File: src/rtl/fetch_queue.sv
// Dual-issue fetch queue: circular buffer taking instruction pairs, handing out up to two per cycle.
// One-cycle latency; in_ready drops when fewer than two slots are free. FETCH_QUEUE_DEBUG_EN adds occupancy/high_water.
module fetch_queue #(
  parameter int XLEN  = 32,
  parameter int DEPTH = 8
) (
  input  logic            clk,
  input  logic            reset,
  input  logic            flush,
  input  logic            in_valid,
  output logic            in_ready,
  input  logic [XLEN-1:0] in_address,
  input  logic [XLEN-1:0] in_instr_0,
  input  logic [XLEN-1:0] in_instr_1,
  output logic            out_valid_0,
  output logic            out_valid_1,
  output logic [XLEN-1:0] out_instr_0,
  output logic [XLEN-1:0] out_instr_1,
  output logic [XLEN-1:0] out_address_0,
  output logic [XLEN-1:0] out_address_1,
`ifdef FETCH_QUEUE_DEBUG_EN
  output logic [$clog2(DEPTH):0] occupancy,
  output logic [$clog2(DEPTH):0] high_water,
`endif
  input  logic            plus_4,
  input  logic            plus_8
);

  localparam int PW = $clog2(DEPTH);
  localparam int CW = PW + 1;
  localparam logic [CW-1:0] PUSH_LIMIT = CW'(DEPTH - 2);

  typedef struct packed {
    logic [XLEN-1:0] address;
    logic [XLEN-1:0] instr;
  } entry_t;

  entry_t          mem [DEPTH];
  logic [PW-1:0]   head;
  logic [PW-1:0]   tail;
  logic [CW-1:0]   count;

  logic [PW-1:0]   head_p1;
  logic [PW-1:0]   tail_p1;
  logic            push;
  logic [1:0]      pop_req;
  logic [CW-1:0]   pop;
  logic [CW-1:0]   count_next;

  assign head_p1 = head + PW'(1);
  assign tail_p1 = tail + PW'(1);

  // Ready looks only at registered count; a pop in this cycle does not free space early.
  assign in_ready = (count <= PUSH_LIMIT) && !flush && !reset;
  assign push     = in_valid && in_ready;

  always_comb begin
    pop_req = 2'd0;
    if (plus_8) begin
      pop_req = 2'd2;
    end else if (plus_4) begin
      pop_req = 2'd1;
    end
  end

  assign pop        = (CW'(pop_req) > count) ? count : CW'(pop_req);
  assign count_next = count + (push ? CW'(2) : CW'(0)) - pop;

  always_ff @(posedge clk) begin
    if (reset || flush) begin
      head  <= '0;
      tail  <= '0;
      count <= '0;
    end else begin
      head  <= head + pop[PW-1:0];
      count <= count_next;
      if (push) begin
        tail <= tail + PW'(2);
      end
    end
  end

  // Storage is never cleared; count alone decides what is visible.
  always_ff @(posedge clk) begin
    if (push) begin
      mem[tail]    <= '{address: in_address,             instr: in_instr_0};
      mem[tail_p1] <= '{address: in_address + XLEN'(4),  instr: in_instr_1};
    end
  end

  assign out_valid_0   = (count >= CW'(1));
  assign out_valid_1   = (count >= CW'(2));
  assign out_instr_0   = mem[head].instr;
  assign out_address_0 = mem[head].address;
  assign out_instr_1   = mem[head_p1].instr;
  assign out_address_1 = mem[head_p1].address;

`ifdef FETCH_QUEUE_DEBUG_EN
  logic [CW-1:0] high_water_q;
  logic [CW-1:0] count_after;

  // Flush empties the queue but keeps the watermark; only reset clears it.
  assign count_after = flush ? '0 : count_next;

  always_ff @(posedge clk) begin
    if (reset) begin
      high_water_q <= '0;
    end else if (count_after > high_water_q) begin
      high_water_q <= count_after;
    end
  end

  assign occupancy  = count;
  assign high_water = high_water_q;
`endif

endmodule
File: config.mk
export PLATFORM = sky130hd
export DESIGN_NAME = fetch_queue
export DESIGN_NICKNAME = d
export VERILOG_FILES = /design/src/rtl/fetch_queue.sv
export SDC_FILE = /design/constraint.sdc
export NUM_CORES = 1
export LEC_CHECK = 0
export ABC_AREA = 1
export ABC_CLOCK_PERIOD_IN_PS = 10100
export CELL_PAD_IN_SITES_DETAIL_PLACEMENT = 0
export CELL_PAD_IN_SITES_GLOBAL_PLACEMENT = 1
export CORE_AREA = 2 2 242 244
export CTS_BUF_LIST = sky130_fd_sc_hd__clkbuf_4
export DETAILED_ROUTE_END_ITERATION = 10
export DIE_AREA = 0 0 244 246
export HOLD_SLACK_MARGIN = 0.05
export PLACE_DENSITY = 0.84
export SLEW_MARGIN = 20
export SYNTH_ARGS = -nofsm -noshare
export SYNTH_HDL_FRONTEND = slang
export SYNTH_SLANG_ARGS = --single-unit
File: constraint.sdc
create_clock -name clk -period 10.1 [get_ports clk]
set_clock_uncertainty 0.05 [all_clocks]
set_input_delay 1.515 -clock clk [delete_from_list [all_inputs] [get_ports clk]]
set_output_delay 1.515 -clock clk [all_outputs]
set_load 0.005 [all_outputs]
==> results.rst <==
.. list-table::
   :header-rows: 1

   * - Metric
     - Value
   * - Post-Route Setup TNS
     - 0 ps
   * - Hold_sp
     - tail[1]$_SDFFE_PP0P_
   * - Mapped Cells
     - 2868
   * - Setup slack of the most critical reg-to-reg path
     - 6730 ps
   * - H-tree levels
     - 4
   * - Worst vdd rail ir drop
     - 0.1368 mV
   * - Maximum number of pins on one net before global-route repair
     - 297
   * - TritonCTS clock tree
     - built
   * - Result of the run
     - finished, violations left
   * - Max-slew violation total from the final report
     - 28
   * - Total of warnings raised by yosys
     - 0
   * - Violated checks
     - max-slew violations
   * - Buffers from clock root to sink, at most
     - 3
   * - Top cell type by total area after synthesis
     - sky130_fd_sc_hd__edfxtp_1
   * - Count of vias placed by the detailed router
     - 21370
   * - Remaining antenna violation count after routing
     - 0
   * - Comb pwr share
     - 23.6%
   * - Worst EP arrival
     - 4830 ps
   * - DRC errors left
     - 0
   * - Routed length per placed instance
     - 18.29 um
   * - Count of input and output buffers
     - 232
   * - Static leakage power
     - 0.01187 uW
   * - Worst setup SP type
     - flop
   * - Gr ovfl total
     - 0
   * - Setup-failing EPs final
     - 0
   * - Initial cell density of the core
     - 46.66%
   * - Total routing resource utilization after global routing
     - 23.87%
   * - Net switching power of the design
     - 1610 uW
   * - Total Wirelength
     - 71870 um
   * - Maximum net fanout on the critical path
     - 205
   * - Placer's final routability congestion estimate
     - 0.8217
   * - Power Density
     - 180.1 nW/um^2
   * - Hold Path Depth
     - 2
   * - FF-to-FF End
     - mem[0][12]$_DFFE_PP_
   * - Count of max-cap constraint violations
     - 0
   * - Class of the most critical hold timing path
     - flop to flop
   * - Number of buffer and inverter stages on the critical path
     - 3
   * - Worst-path clk slew
     - 60 ps
   * - NumNets Final
     - 3190
   * - Kind of critical path
     - flop to primary output
   * - Quantity of gates resized following cts
     - 0
   * - Depth of the most critical reg-to-reg path
     - 7
   * - # Post-CTS Setup Buffers
     - 0
   * - Net count after synthesis
     - 2988
   * - Detailed-router iteration count before antenna repair
     - 7
   * - Width of the die
     - 244 um
   * - Count of endpoints failing hold in the final timing report
     - 0
   * - First-pass GRT wire length
     - 111100 um
   * - Slowest stage cell, crit path
     - sky130_fd_sc_hd__dfxtp_4
   * - Signed area change from the synthesized netlist to the final layout
     - 15.19%
   * - HPWL reported at the end of detailed placement
     - 41320 um
   * - Insertion delay of the later-clocked pin in the worst-skew pair
     - 980 ps
   * - Terminating pin of the worst hold path
     - tail[1]$_SDFFE_PP0P_
   * - Share of power burned in registers
     - 43.4%
   * - Vias in the first global route
     - 21040
   * - Max Fclk
     - 156.4 MHz
   * - Area share of the leading cell type in the synthesized netlist
     - 56.54%
   * - Number of ports placed on the die boundary
     - 233
   * - Core Box Area
     - 57370 um^2
   * - RR Startpoint
     - count[3]$_SDFF_PP0_
   * - Clock tree root driver cell
     - sky130_fd_sc_hd__clkbuf_4
   * - Worst stage delay on the critical path
     - 860 ps
   * - Antenna violations before repair
     - 4
   * - Internal Pwr Total
     - 3944 uW
   * - Average size of a mapped cell
     - 9.333 um^2
   * - CP most frequent cell
     - sky130_fd_sc_hd__nand2_1
   * - Ranking of synthesized cells by area
     - sky130_fd_sc_hd__edfxtp_1 (57%), sky130_fd_sc_hd__nand2_1 (12%), sky130_fd_sc_hd__a21oi_1 (5.3%), sky130_fd_sc_hd__o21ai_1 (5.1%), sky130_fd_sc_hd__inv_1 (4.1%)
   * - Fraction of layout instances using a drive strength above 1
     - 10.62%
   * - Setup repair after global routing missed its margin
     - false
   * - Shortest clock period the worst path allows after layout
     - 6395 ps
   * - Slew at the pin with the worst max-slew slack
     - 1522 ps
   * - Number of hold-repair buffers added at the cts stage
     - 0
   * - Family with the most delay on the worst path
     - buffers and inverters
   * - Core Rows
     - 88
   * - Overall die height
     - 246 um
   * - Fillers
     - 5133
   * - Post-layout util
     - 53.75%
   * - Switching Fraction
     - 28.98%
   * - Number of CTS-inserted buffers
     - 137
   * - Setup crit end kind
     - primary output
   * - Crit path cell chain
     - ha_4 > buf_12 > inv_1 > a21oi_1 > o21ai_0 > nand2_1 > nand2_1 > nand2_1 > clkdlybuf4s50_1
   * - Number of synthesized register bits
     - 513
   * - Via density
     - 5.436
   * - Max_slew headroom
     - -1.475%
   * - Worst EP required
     - 8540 ps
   * - Die area
     - 60020 um^2
   * - Final worst-path cycle share
     - 63.32%
   * - Count of unique library cells instantiated by Yosys
     - 32
   * - Sequential area share after synthesis
     - 57.22%
   * - Clk sinks
     - 513
   * - Netlist Area Pre-Place
     - 26770 um^2
   * - Part of the total power dissipated in the clock network
     - 33.0%
   * - Number of DRC violations after detailed-routing iteration 0
     - 1423
## routing by layer
layer / global-route usage [%] / up-vias / wire (um) / share of wire, %
met5: 0 / - / 13 / 0.018
met4: 10.72 / 2 / 2284 / 3.2
met3: 5.044 / 169 / 5148 / 7.2
met2: 41.07 / 770 / 35610 / 50
met1: 28.86 / 10150 / 28810 / 40
li1: - / 10280 / - / -
## state kept, by name (all words and copies together), names as in the netlist
signal / count
count: 4
head: 3
mem: 504
tail: 2
## cell usage in the layout, fill, tap and decap left out, types with 2 or more instances in the layout
cell type,n
sky130_fd_sc_hd__ha_1,15
sky130_fd_sc_hd__buf_4,17
sky130_fd_sc_hd__o21ai_0,109
sky130_fd_sc_hd__edfxtp_1,504
sky130_fd_sc_hd__dfxtp_1,6
sky130_fd_sc_hd__mux2i_1,2
sky130_fd_sc_hd__inv_1,289
sky130_fd_sc_hd__clkdlybuf4s50_1,232
sky130_fd_sc_hd__a21oi_1,285
sky130_fd_sc_hd__inv_2,5
sky130_fd_sc_hd__nand2_1,851
sky130_fd_sc_hd__diode_2,2
sky130_fd_sc_hd__dfxtp_4,3
sky130_fd_sc_hd__o21ai_1,273
sky130_fd_sc_hd__buf_12,4
sky130_fd_sc_hd__or2_2,2
sky130_fd_sc_hd__clkbuf_4,200
sky130_fd_sc_hd__clkinv_2,4
sky130_fd_sc_hd__nand3_1,19
sky130_fd_sc_hd__fa_1,2
sky130_fd_sc_hd__o22ai_1,2
sky130_fd_sc_hd__o211ai_1,126
sky130_fd_sc_hd__clkinv_1,21
sky130_fd_sc_hd__xnor2_1,6
sky130_fd_sc_hd__bufinv_16,4
sky130_fd_sc_hd__xor2_1,11
sky130_fd_sc_hd__nor2_1,69
sky130_fd_sc_hd__nor2_4,4
sky130_fd_sc_hd__a21oi_2,88
## cells by family after synthesis
kind of cell / after synthesis / share of synthesized area [%]
AOI/OAI and AO/OA: 885 / 18.98
DFF: 513 / 57.22
adders and majority gates: 18 / 0.8975
muxes: 2 / 0.07480
xor gates and xnor gates: 18 / 0.5890
and+or+nand+nor: 948 / 13.43
buffers and inverters: 484 / 8.807
## worst max path at each step
stage,start,endpoint,slack [ps],depth (start not counted)
4_1_cts,head[0]$_SDFF_PP0_,out_address_1[31],3660,9
6_report,head[0]$_SDFF_PP0_,out_address_1[31],3700,9
3_3_place_gp,head[0]$_SDFF_PP0_,out_address_1[31],4680,9
5_1_grt,head[0]$_SDFF_PP0_,out_instr_1[16],3400,7
2_1_floorplan,flush,mem[0][0]$_DFFE_PP_,2110,3
3_5_place_dp,head[0]$_SDFF_PP0_,out_address_1[31],4740,9
## power by group through the flow
stage                     clock [uW]  combinational (uW)  sequential, uW
final                           1830                1310            2410
after global routing            1990                1450            2420
after CTS                       1880                1310            2410
after detailed placement           0                1310            2460
after global placement             0                1280            2460
after floorplan                    0                 766            2440
## metrics by stage
| stage | std cells | cell area (um^2) | power [uW] | hold WS [ps] | worst slack (ps) |
|---|---|---|---|---|---|
| final | 3930 | 30830 | 5553 | 499.3 | 3705 |
| after CTS | 3927 | 30800 | 5608 | 503.0 | 3659 |
| after global routing | 3930 | 30830 | 5857 | 532.5 | 3404 |
| after floorplan | 2868 | 26770 | 3208 | 460.0 | 2112 |
| after detailed placement | 3695 | 29070 | 3763 | 494.6 | 4737 |
| after global placement | 3695 | 29070 | 3738 | 479.6 | 4680 |
## Yosys cell counts (all sizes together)
cell / number
nor2: 73
clkbuf: 63
fa: 2
o21bai: 1
nand3: 19
nand4: 1
o22ai: 2
a31oi: 1
ha: 16
xnor2: 7
or2: 2
dfxtp: 9
xor2: 11
nand2: 851
inv: 293
mux2i: 2
nand3b: 1
o21ai: 382
buf: 128
o211ai: 126
edfxtp: 504
nor3: 1
a21oi: 373
## layout make-up
| cell class | count | area [um^2] | share of cell area, % |
|---|---|---|---|
| Clock buffer | 200 | 1501 | 4.870 |
| Multi-Input combinational cell | 1871 | 9144 | 29.66 |
| Timing Repair Buffer | 254 | 2557 | 8.295 |
| Clock inverter | 32 | 230.2 | 0.7467 |
| Sequential cell | 513 | 15330 | 49.71 |
| Inverter | 293 | 1110 | 3.600 |
| Antenna cell | 2 | 5.005 | 0.01623 |
| Tap cell | 765 | 957.2 | 3.105 |
## worst reg2reg max path, stage by stage, from the launching register on
cell and delay, ps:
sky130_fd_sc_hd__dfxtp_1 310, sky130_fd_sc_hd__inv_1 110, sky130_fd_sc_hd__ha_1 180, sky130_fd_sc_hd__nand2_1 60, sky130_fd_sc_hd__nand2_1 90, sky130_fd_sc_hd__nand4_1 420, sky130_fd_sc_hd__nor2_4 850, sky130_fd_sc_hd__buf_4 830
Note: power is estimated with default switching activity, not from simulation.
